--- src/rtl/vga_timing_monitor.sv ---
// Measures incoming hSync/vSync timing against an expected VGA geometry and
// declares lock after LOCK_FRAMES consecutive frames that match it.
module vga_timing_monitor #(
  parameter int H_PERIOD_EXP = 3200,
  parameter int H_PULSE_EXP  = 384,
  parameter int V_LINES_EXP  = 525,
  parameter int V_PULSE_EXP  = 2,
  parameter int TOL          = 4,
  parameter int LOCK_FRAMES  = 2
) (
  input  logic        ClkPort,
  input  logic        Reset,
  input  logic        hSync,
  input  logic        vSync,
  output logic        locked,
  output logic        frame_tick,
  output logic        err_pulse,
  output logic [11:0] h_period,
  output logic [11:0] h_width,
  output logic [9:0]  v_lines,
  output logic [3:0]  v_width,
  output logic [9:0]  line_pos,
  output logic [7:0]  err_count
);
  typedef enum logic [1:0] {S_SEARCH, S_ACQUIRE, S_LOCKED} state_t;

  localparam logic [11:0]        HCNT_MAX = 12'hFFF;
  localparam logic [9:0]         LCNT_MAX = 10'h3FF;
  localparam logic signed [13:0] H_PER_S  = 14'(H_PERIOD_EXP);
  localparam logic signed [13:0] H_PUL_S  = 14'(H_PULSE_EXP);
  localparam logic signed [13:0] TOL_S    = 14'(TOL);

  logic        r_hs_s1, r_hs_s2, r_hs_prev;
  logic        r_vs_s1, r_vs_s2, r_vs_prev;
  logic [11:0] r_hcnt, r_h_period, r_h_width;
  logic [9:0]  r_lcnt, r_v_lines;
  logic [3:0]  r_vwcnt, r_v_width;
  logic        r_line_bad, r_frame_tick;
  logic        r_locked, r_err_pulse;
  logic [7:0]  r_err_count, r_good_cnt;
  state_t      r_state;

  logic        w_hs_fall, w_hs_rise, w_vs_fall, w_vs_rise;
  logic signed [13:0] w_hper_diff, w_hwid_diff;
  logic        w_line_err, w_frame_ok, w_timeout, w_lose_lock;
  state_t      w_state_next;
  logic [7:0]  w_good_next;

  assign w_hs_fall = r_hs_prev & ~r_hs_s2;
  assign w_hs_rise = ~r_hs_prev & r_hs_s2;
  assign w_vs_fall = r_vs_prev & ~r_vs_s2;
  assign w_vs_rise = ~r_vs_prev & r_vs_s2;

  assign w_hper_diff = $signed({2'b00, r_hcnt}) - H_PER_S;
  assign w_hwid_diff = $signed({2'b00, r_h_width}) - H_PUL_S;
  assign w_line_err  = (w_hper_diff > TOL_S) || (w_hper_diff < -TOL_S) ||
                       (w_hwid_diff > TOL_S) || (w_hwid_diff < -TOL_S);

  // line_bad is sampled here before its clear-on-vSync-fall takes effect
  assign w_frame_ok = !r_line_bad && (r_lcnt == 10'(V_LINES_EXP)) &&
                      (r_v_width == 4'(V_PULSE_EXP));
  assign w_timeout  = (r_hcnt == HCNT_MAX) || (r_lcnt == LCNT_MAX);

  always_ff @(posedge ClkPort or posedge Reset) begin
    if (Reset) begin
      r_hs_s1      <= 1'b1;
      r_hs_s2      <= 1'b1;
      r_hs_prev    <= 1'b1;
      r_vs_s1      <= 1'b1;
      r_vs_s2      <= 1'b1;
      r_vs_prev    <= 1'b1;
      r_hcnt       <= '0;
      r_h_period   <= '0;
      r_h_width    <= '0;
      r_lcnt       <= '0;
      r_v_lines    <= '0;
      r_vwcnt      <= '0;
      r_v_width    <= '0;
      r_line_bad   <= 1'b0;
      r_frame_tick <= 1'b0;
    end else begin
      r_hs_s1      <= hSync;
      r_hs_s2      <= r_hs_s1;
      r_hs_prev    <= r_hs_s2;
      r_vs_s1      <= vSync;
      r_vs_s2      <= r_vs_s1;
      r_vs_prev    <= r_vs_s2;
      r_frame_tick <= w_vs_fall;

      if (w_hs_fall) begin
        r_hcnt     <= 12'd1;
        r_h_period <= r_hcnt;
      end else if (r_hcnt != HCNT_MAX) begin
        r_hcnt <= r_hcnt + 12'd1;
      end
      if (w_hs_rise) r_h_width <= r_hcnt;

      // An hSync fall coincident with the vSync fall belongs to the new frame
      if (w_vs_fall) begin
        r_v_lines <= r_lcnt;
        r_lcnt    <= w_hs_fall ? 10'd1 : 10'd0;
      end else if (w_hs_fall && (r_lcnt != LCNT_MAX)) begin
        r_lcnt <= r_lcnt + 10'd1;
      end

      if (w_vs_fall) begin
        r_vwcnt <= w_hs_fall ? 4'd1 : 4'd0;
      end else if (w_hs_fall && !r_vs_s2 && (r_vwcnt != 4'hF)) begin
        r_vwcnt <= r_vwcnt + 4'd1;
      end
      if (w_vs_rise) r_v_width <= r_vwcnt;

      if (w_vs_fall) begin
        r_line_bad <= w_hs_fall && w_line_err;
      end else if (w_hs_fall && w_line_err) begin
        r_line_bad <= 1'b1;
      end
    end
  end

  always_ff @(posedge ClkPort or posedge Reset) begin
    if (Reset) begin
      r_state    <= S_SEARCH;
      r_good_cnt <= '0;
    end else begin
      r_state    <= w_state_next;
      r_good_cnt <= w_good_next;
    end
  end

  // Timeout is checked first so it overrides a coincident vSync fall
  always_comb begin
    w_state_next = r_state;
    w_good_next  = r_good_cnt;
    if (w_timeout) begin
      w_state_next = S_SEARCH;
      w_good_next  = '0;
    end else if (w_vs_fall) begin
      case (r_state)
        S_SEARCH: begin
          w_state_next = S_ACQUIRE;
          w_good_next  = '0;
        end
        S_ACQUIRE: begin
          if (w_frame_ok) begin
            w_good_next = r_good_cnt + 8'd1;
            if (w_good_next >= 8'(LOCK_FRAMES)) w_state_next = S_LOCKED;
          end else begin
            w_good_next = '0;
          end
        end
        S_LOCKED: begin
          if (!w_frame_ok) w_state_next = S_SEARCH;
        end
        default: w_state_next = S_SEARCH;
      endcase
    end
  end

  always_comb begin
    w_lose_lock = (r_state == S_LOCKED) && (w_state_next != S_LOCKED);
  end

  always_ff @(posedge ClkPort or posedge Reset) begin
    if (Reset) begin
      r_locked    <= 1'b0;
      r_err_pulse <= 1'b0;
      r_err_count <= '0;
    end else begin
      r_locked    <= (w_state_next == S_LOCKED);
      r_err_pulse <= w_lose_lock;
      if (w_lose_lock && (r_err_count != 8'hFF)) r_err_count <= r_err_count + 8'd1;
    end
  end

  assign locked     = r_locked;
  assign frame_tick = r_frame_tick;
  assign err_pulse  = r_err_pulse;
  assign h_period   = r_h_period;
  assign h_width    = r_h_width;
  assign v_lines    = r_v_lines;
  assign v_width    = r_v_width;
  assign line_pos   = r_lcnt;
  assign err_count  = r_err_count;

endmodule
--- config.mk ---
export PLATFORM = sky130hd
export DESIGN_NAME = vga_timing_monitor
export DESIGN_NICKNAME = d
export VERILOG_FILES = /design/src/rtl/vga_timing_monitor.sv
export SDC_FILE = /design/constraint.sdc
export NUM_CORES = 1
export LEC_CHECK = 0
export CAP_MARGIN = 20
export CORE_MARGIN = 2
export CORE_UTILIZATION = 59
export DETAILED_ROUTE_END_ITERATION = 10
export GPL_ROUTABILITY_DRIVEN = 0
export PLACE_DENSITY = 0.9
export SLEW_MARGIN = 20
export SYNTH_ARGS = -nofsm -noshare
export SYNTH_HDL_FRONTEND = slang
export SYNTH_SLANG_ARGS = --single-unit
--- constraint.sdc ---
create_clock -name ClkPort -period 4.6 [get_ports ClkPort]
set_input_delay 0.69 -clock ClkPort [delete_from_list [all_inputs] [get_ports ClkPort]]
set_output_delay 0.69 -clock ClkPort [all_outputs]
set_load 0.05 [all_outputs]
; ---- Word-level counts from Yosys, hierarchy flattened
; Cells that the tools add are included.
[word_totals]
memories = 0
regBits = 92
inputBits = 4
latchBits = 0
output_inout_bits = 59
romBits = 0
ramBits = 0
[classes]
reduce_logical = 22
addsub = 7
n_shift = 0
muxes = 20
n_div = 0
magnitude_cmp = 5
bitwise = 8
multipliers = 0
n_eq_ne = 12
[ops]
columns = op, n
row1 = $gt 13x4->1 const B, 2
row2 = $lt 13x3->1 const B, 2
row3 = $mux 12, 2
row4 = $mux 8, 3
row5 = $eq 10x10->1 const B, 2
row6 = $mux 10, 2
row7 = $add 8x1->8 const B, 2
row8 = $pmux 8 s2, 1
row9 = $sub 12x12->13 const B, 1
row10 = $sub 12x9->13 const B, 1
row11 = $add 12x1->12 const B, 1
row12 = $eq 12x12->1 const B, 1
row13 = $ne 12x12->1 const B, 1
row14 = $add 10x1->10 const B, 1
row15 = $mux 2, 5
row16 = $ne 10x10->1 const B, 1
row17 = $reduce_bool 2->1, 5
row18 = $ge 8x2->1 const B, 1
row19 = $logic_and 1x1->1, 8
row20 = $mux 4, 2
row21 = $ne 8x8->1 const B, 1
row22 = $pmux 2 s3, 1
row23 = $add 4x1->4 const B, 1
row24 = $and 1x1->1, 4
row25 = other kinds (12), 23

; ---- Longest topological paths before layout
[depth]
ltp_word = 10
ltp_mapped = 8

; ---- Least setup slack after synthesis
; No wires, ideal clock.
[synth_timing]
path_type = register to register
start = reg r_lcnt[0] (netlist: line_pos[0])
end = reg r_err_count[3] (netlist: err_count[3])
setup_time_ns = 0.141
setup_slack_ns = 2.093
period_less_slack_ns = 2.507
stages_incl_launch_ff = 8
t_arrival_ns = 2.366
cell_sequence = dfrtp_1 -> ha_1 -> and3_1 -> clkbuf_1 -> nand3_1 -> a31o_2 -> or4b_1 -> xnor2_1
[synth_between]
elab_chain_len = 10
elab_cells_between_ends = 13
[synth_lines]
columns = item, line_no
row1 = "start, declared", 36  ; logic [9:0] r_lcnt, r_v_lines;
row2 = "start signal, assigned", 101  ; r_lcnt <= w_hs_fall ? 10'd1 : 10'd0;
row3 = "start signal, assigned", 103  ; r_lcnt <= r_lcnt + 10'd1;
row4 = $eq 10x10->1, 60  ; assign w_frame_ok = !r_line_bad && (r_lcnt == 10'(V_LINES_EXP)) &&
row5 = $logic_and 1x1->1 (2 in series), 60
row6 = $mux 2 (on tied branches), "153, 145"
row7 = $pmux 2 s3, 139  ; case (r_state)
row8 = $mux 2, 138  ; end else if (w_vs_fall) begin
row9 = $mux 2 (*), 135  ; if (w_timeout) begin
row10 = $ne 2x2->1 (*), 161  ; w_lose_lock = (r_state == S_LOCKED) && (w_state_next != S_LOCKED);
row11 = $logic_and 1x1->1 (*), 161
row12 = $logic_and 1x1->1 (*), 172  ; if (w_lose_lock && (r_err_count != 8'hFF)) r_err_count <= r_err_count + 8'd1;
row13 = "end signal, assigned", 172
row14 = "end, declared", 40  ; logic [7:0] r_err_count, r_good_cnt;
; Every way passes the cells marked *; elsewhere a longest branch is shown, timed or not.
; A chain may end at the register's enable or synchronous reset.

; ---- Final worst setup path
[layout_timing]
start = reg r_vs_s2
end = reg r_good_cnt[2]
[layout_between]
elab_chain_len = 4
[layout_lines]
columns = item, line_no
row1 = "start, declared", 34  ; logic r_vs_s1, r_vs_s2, r_vs_prev;
row2 = "start signal, assigned", 86  ; r_vs_s2 <= r_vs_s1;
row3 = $not 1->1, 51  ; assign w_vs_fall = r_vs_prev & ~r_vs_s2;
row4 = $and 1x1->1, 51
row5 = $reduce_bool 2->1 (no line), -
row6 = $reduce_and 2->1 (no line), -
row7 = "end signal, assigned", 127  ; r_good_cnt <= w_good_next;
row8 = "end, declared", 40
; No other way between the ends.

==> metrics.cfg <==
[outcome]
status=complete, no violations

[synthesis]
synth_top_area_share_pct=48.55
yosysSeqAreaShare_pct=52.10
synthArstFlopShare_pct=100.0
syn_area_um2=4433
ys_types=55
synth_edf_count=0
ys.flop_type=dfrtp_1
avgSynthCellArea_um2=10.03
synthCells=442
yosys_warnings=0
yosys.area.top_type=dfrtp_1
synthesis.nets=461
yosys-top-cells-area=dfrtp_1 49%, nand2_1 7.5%, ha_1 4.2%
ys_seq_elements=92

[clocking]
numClockSinks=92
ctsHoldBuffers=0
cts_buffers=9
cts_root_buf=clkbuf_8
cts_buffer_depth=2
path_clk_slew_ps=80
htreeDepth=3
post-cts-setup-buffers=0
insertion_delay_ps=370
cts_resized=0
cts_tree=built

[setup_path]
path_cells=nand2b_1, clkinv_1, nand2b_1, nor3b_1, o21ai_0, a21oi_1
path_max_fanout=26
endpoint_kind=register
arrival_ps=3130
crit_type=reg2reg
slowest_delay_ps=780
r2r_start=r_vs_s2
crit_start=r_vs_s2
cpMaxStageDelayCell=clkinv_1
cpMostUsedCell=nand2b_1
crit_path_start_kind=register
required_ps=4830

[floorplanning]
dieWidth_um=90.68
fp.dieH_um=90.68
pin_count=63
rows=31
die-area_um2=8223
start_util_pct=61.12
fp.coreArea_um2=7253

[global_routing]
grt_pass1_wl_um=17070
grt_pass1_vias=3474
track_usage_pct=25.98
grt_overflow=0
grt_max_degree=46
antenna_found_initial=0

[sta]
worstMarginPinSlew_ps=904.0
rsz0062_at_grt=no
slew_headroom_pct=39.73
fin_crit_ps=2902
fin_tns_setup_ps=0
hold_viol_final=0
finalCritPeriodShare_pct=63.09
fmax_ghz=0.3446
drv_slew=0
worst_clock_skew_ps=11.46
final-setup-viol-count=0

[detailed_routing]
drt_first_pass_iters=5
drc=0
drtIter0Drc=326
viasPerCell=5.962
avgRoutedWirePerCell_um=16.52
wl_um=9960
ant_nets=0
vias=3595

[final_layout]
diodes=0
final_cell_mix=88 x nand2_1, 86 x dfrtp_1, 62 x clkdlybuf4s50_1, 25 x nor2_1, 24 x o21ai_0
syn_to_final_growth_pct=20.72
layout.filler_cells=499
final_common_cell=nand2_1
design_area_um2=5351
drive_gt1_share_pct=9.921
nets=519
postLayoutCoreUtil_pct=73.78

[power_and_ir_drop]
power.density_nw_per_um2=358.5
p_seq_share_pct=49.3
combinationalPowerShare_pct=19.3
power.total_mw=1.919
netSwitchingFraction_pct=30.74
clock_power_share_pct=31.3
p_int_mw=1.329
leakagePower_nw=2.472
peakVddDrop_uv=237.6
p_switching_mw=0.5898

[worst_hold_path]
hold_path_startpoint=r_vs_s1
hold_class=reg2reg

[placed_design]
place.detailed.hpwl_um=6896
post_dp_cell_area_um2=5132
port-buffer-count=62

[run]
cap_violations=0

[final cells by class]
class / instances / area, um2 / share of cell area, %
Multi-Input combinational cell: 317 / 1998 / 37.34
Sequential cell: 92 / 2310 / 43.16
Clock buffer: 13 / 158.9 / 2.969
Tap cell: 99 / 123.9 / 2.315
Inverter: 15 / 57.56 / 1.076
Clock inverter: 2 / 60.06 / 1.122
Timing Repair Buffer: 65 / 643.1 / 12.02
[cell usage after synthesis (2+ instances only)]
| library cell | n |
|---|---|
| a21oi_1 | 11 |
| nor4bb_1 | 2 |
| and2_1 | 2 |
| o21ai_0 | 24 |
| nor2_1 | 25 |
| and4_1 | 2 |
| nand3_1 | 11 |
| mux2_2 | 14 |
| nand2b_1 | 5 |
| dfrtp_1 | 86 |
| xor2_1 | 19 |
| o211ai_1 | 3 |
| dfstp_2 | 6 |
| nor4_1 | 3 |
| nand4_1 | 15 |
| and3_2 | 5 |
| nand2_1 | 88 |
| nor3_1 | 9 |
| inv_1 | 14 |
| o32ai_1 | 2 |
| nor2b_1 | 3 |
| or4_1 | 3 |
| a311oi_1 | 2 |
| clkbuf_1 | 16 |
| o2111ai_1 | 2 |
| a211oi_1 | 3 |
| or3_1 | 8 |
| mux2i_1 | 2 |
| and3_1 | 10 |
| nor3b_1 | 2 |
| a31oi_1 | 3 |
| xnor2_1 | 5 |
| ha_1 | 15 |
[path summary, 6_finish.rpt]
path                                 end  slack (ps)  depth (start not counted)
min                              r_vs_s2         360                          0
max                        r_good_cnt[2]        1700                          6
min in group asynchronous    h_period[8]         610                          2
max reg2reg                r_good_cnt[2]        1700                          6
min reg2reg                      r_vs_s2         360                          0
max in group asynchronous        r_vs_s2        3080                          3
[metal layers]
| layer | share of wire (%) | up-vias | track usage, % |
|---|---|---|---|
| met5 | 0 | - | 0 |
| met4 | 2.0 | 0 | 10.26 |
| met3 | 4.5 | 19 | 5.092 |
| met2 | 49 | 105 | 41.11 |
| met1 | 44 | 1808 | 35.54 |
| li1 | - | 1663 | - |
[per-stage QoR]
step                      setup WS [ps]  std cells  hold WS (ps)
final                              1698        603         360.3
after global routing               1405        603         363.0
after CTS                          1698        603         361.3
after detailed placement           1718        588         349.7
after global placement             1858        588         346.0
after floorplan                    1528        442         345.2
[registers in the layout, summed over array words and instances (netlist names), 2 cells and up]
name        cells
h_width        12
h_period       12
r_hcnt         12
r_good_cnt      8
r_vwcnt         4
v_width         4
v_lines        10
line_pos       10
err_count       8
r_state         2
[logic make-up (layout without fill, tap and decap cells)]
kind of cell	count (synthesis)	in the layout	share of synthesized area [%]
AND/OR/NAND/NOR	202	202	23.26
flip-flops	92	92	52.10
AO/OA/AOI/OAI	60	60	8.835
buffers and inverters	33	95	2.822
XOR/XNOR	24	24	4.742
multiplexers	16	16	4.008
adder cells (fa/ha/maj)	15	15	4.234
[power groups by stage]
stage	clock network (mW)	registers [mW]	logic, mW
finish	0.601	0.947	0.370
global placement	0	0.958	0.361
floorplan	0	1.08	0.125
detailed placement	0	0.961	0.371
CTS	0.604	0.945	0.373
global route	0.641	0.957	0.395
[worst max-delay path, delay by kind of cell (launching register included)]
kind,cells,cell delay [ps]
and+or+nand+nor,3,1170
buffers and inverters,1,780
DFF,1,550
AOI/OAI and AO/OA,2,280
(Power assumes the default switching activity.)
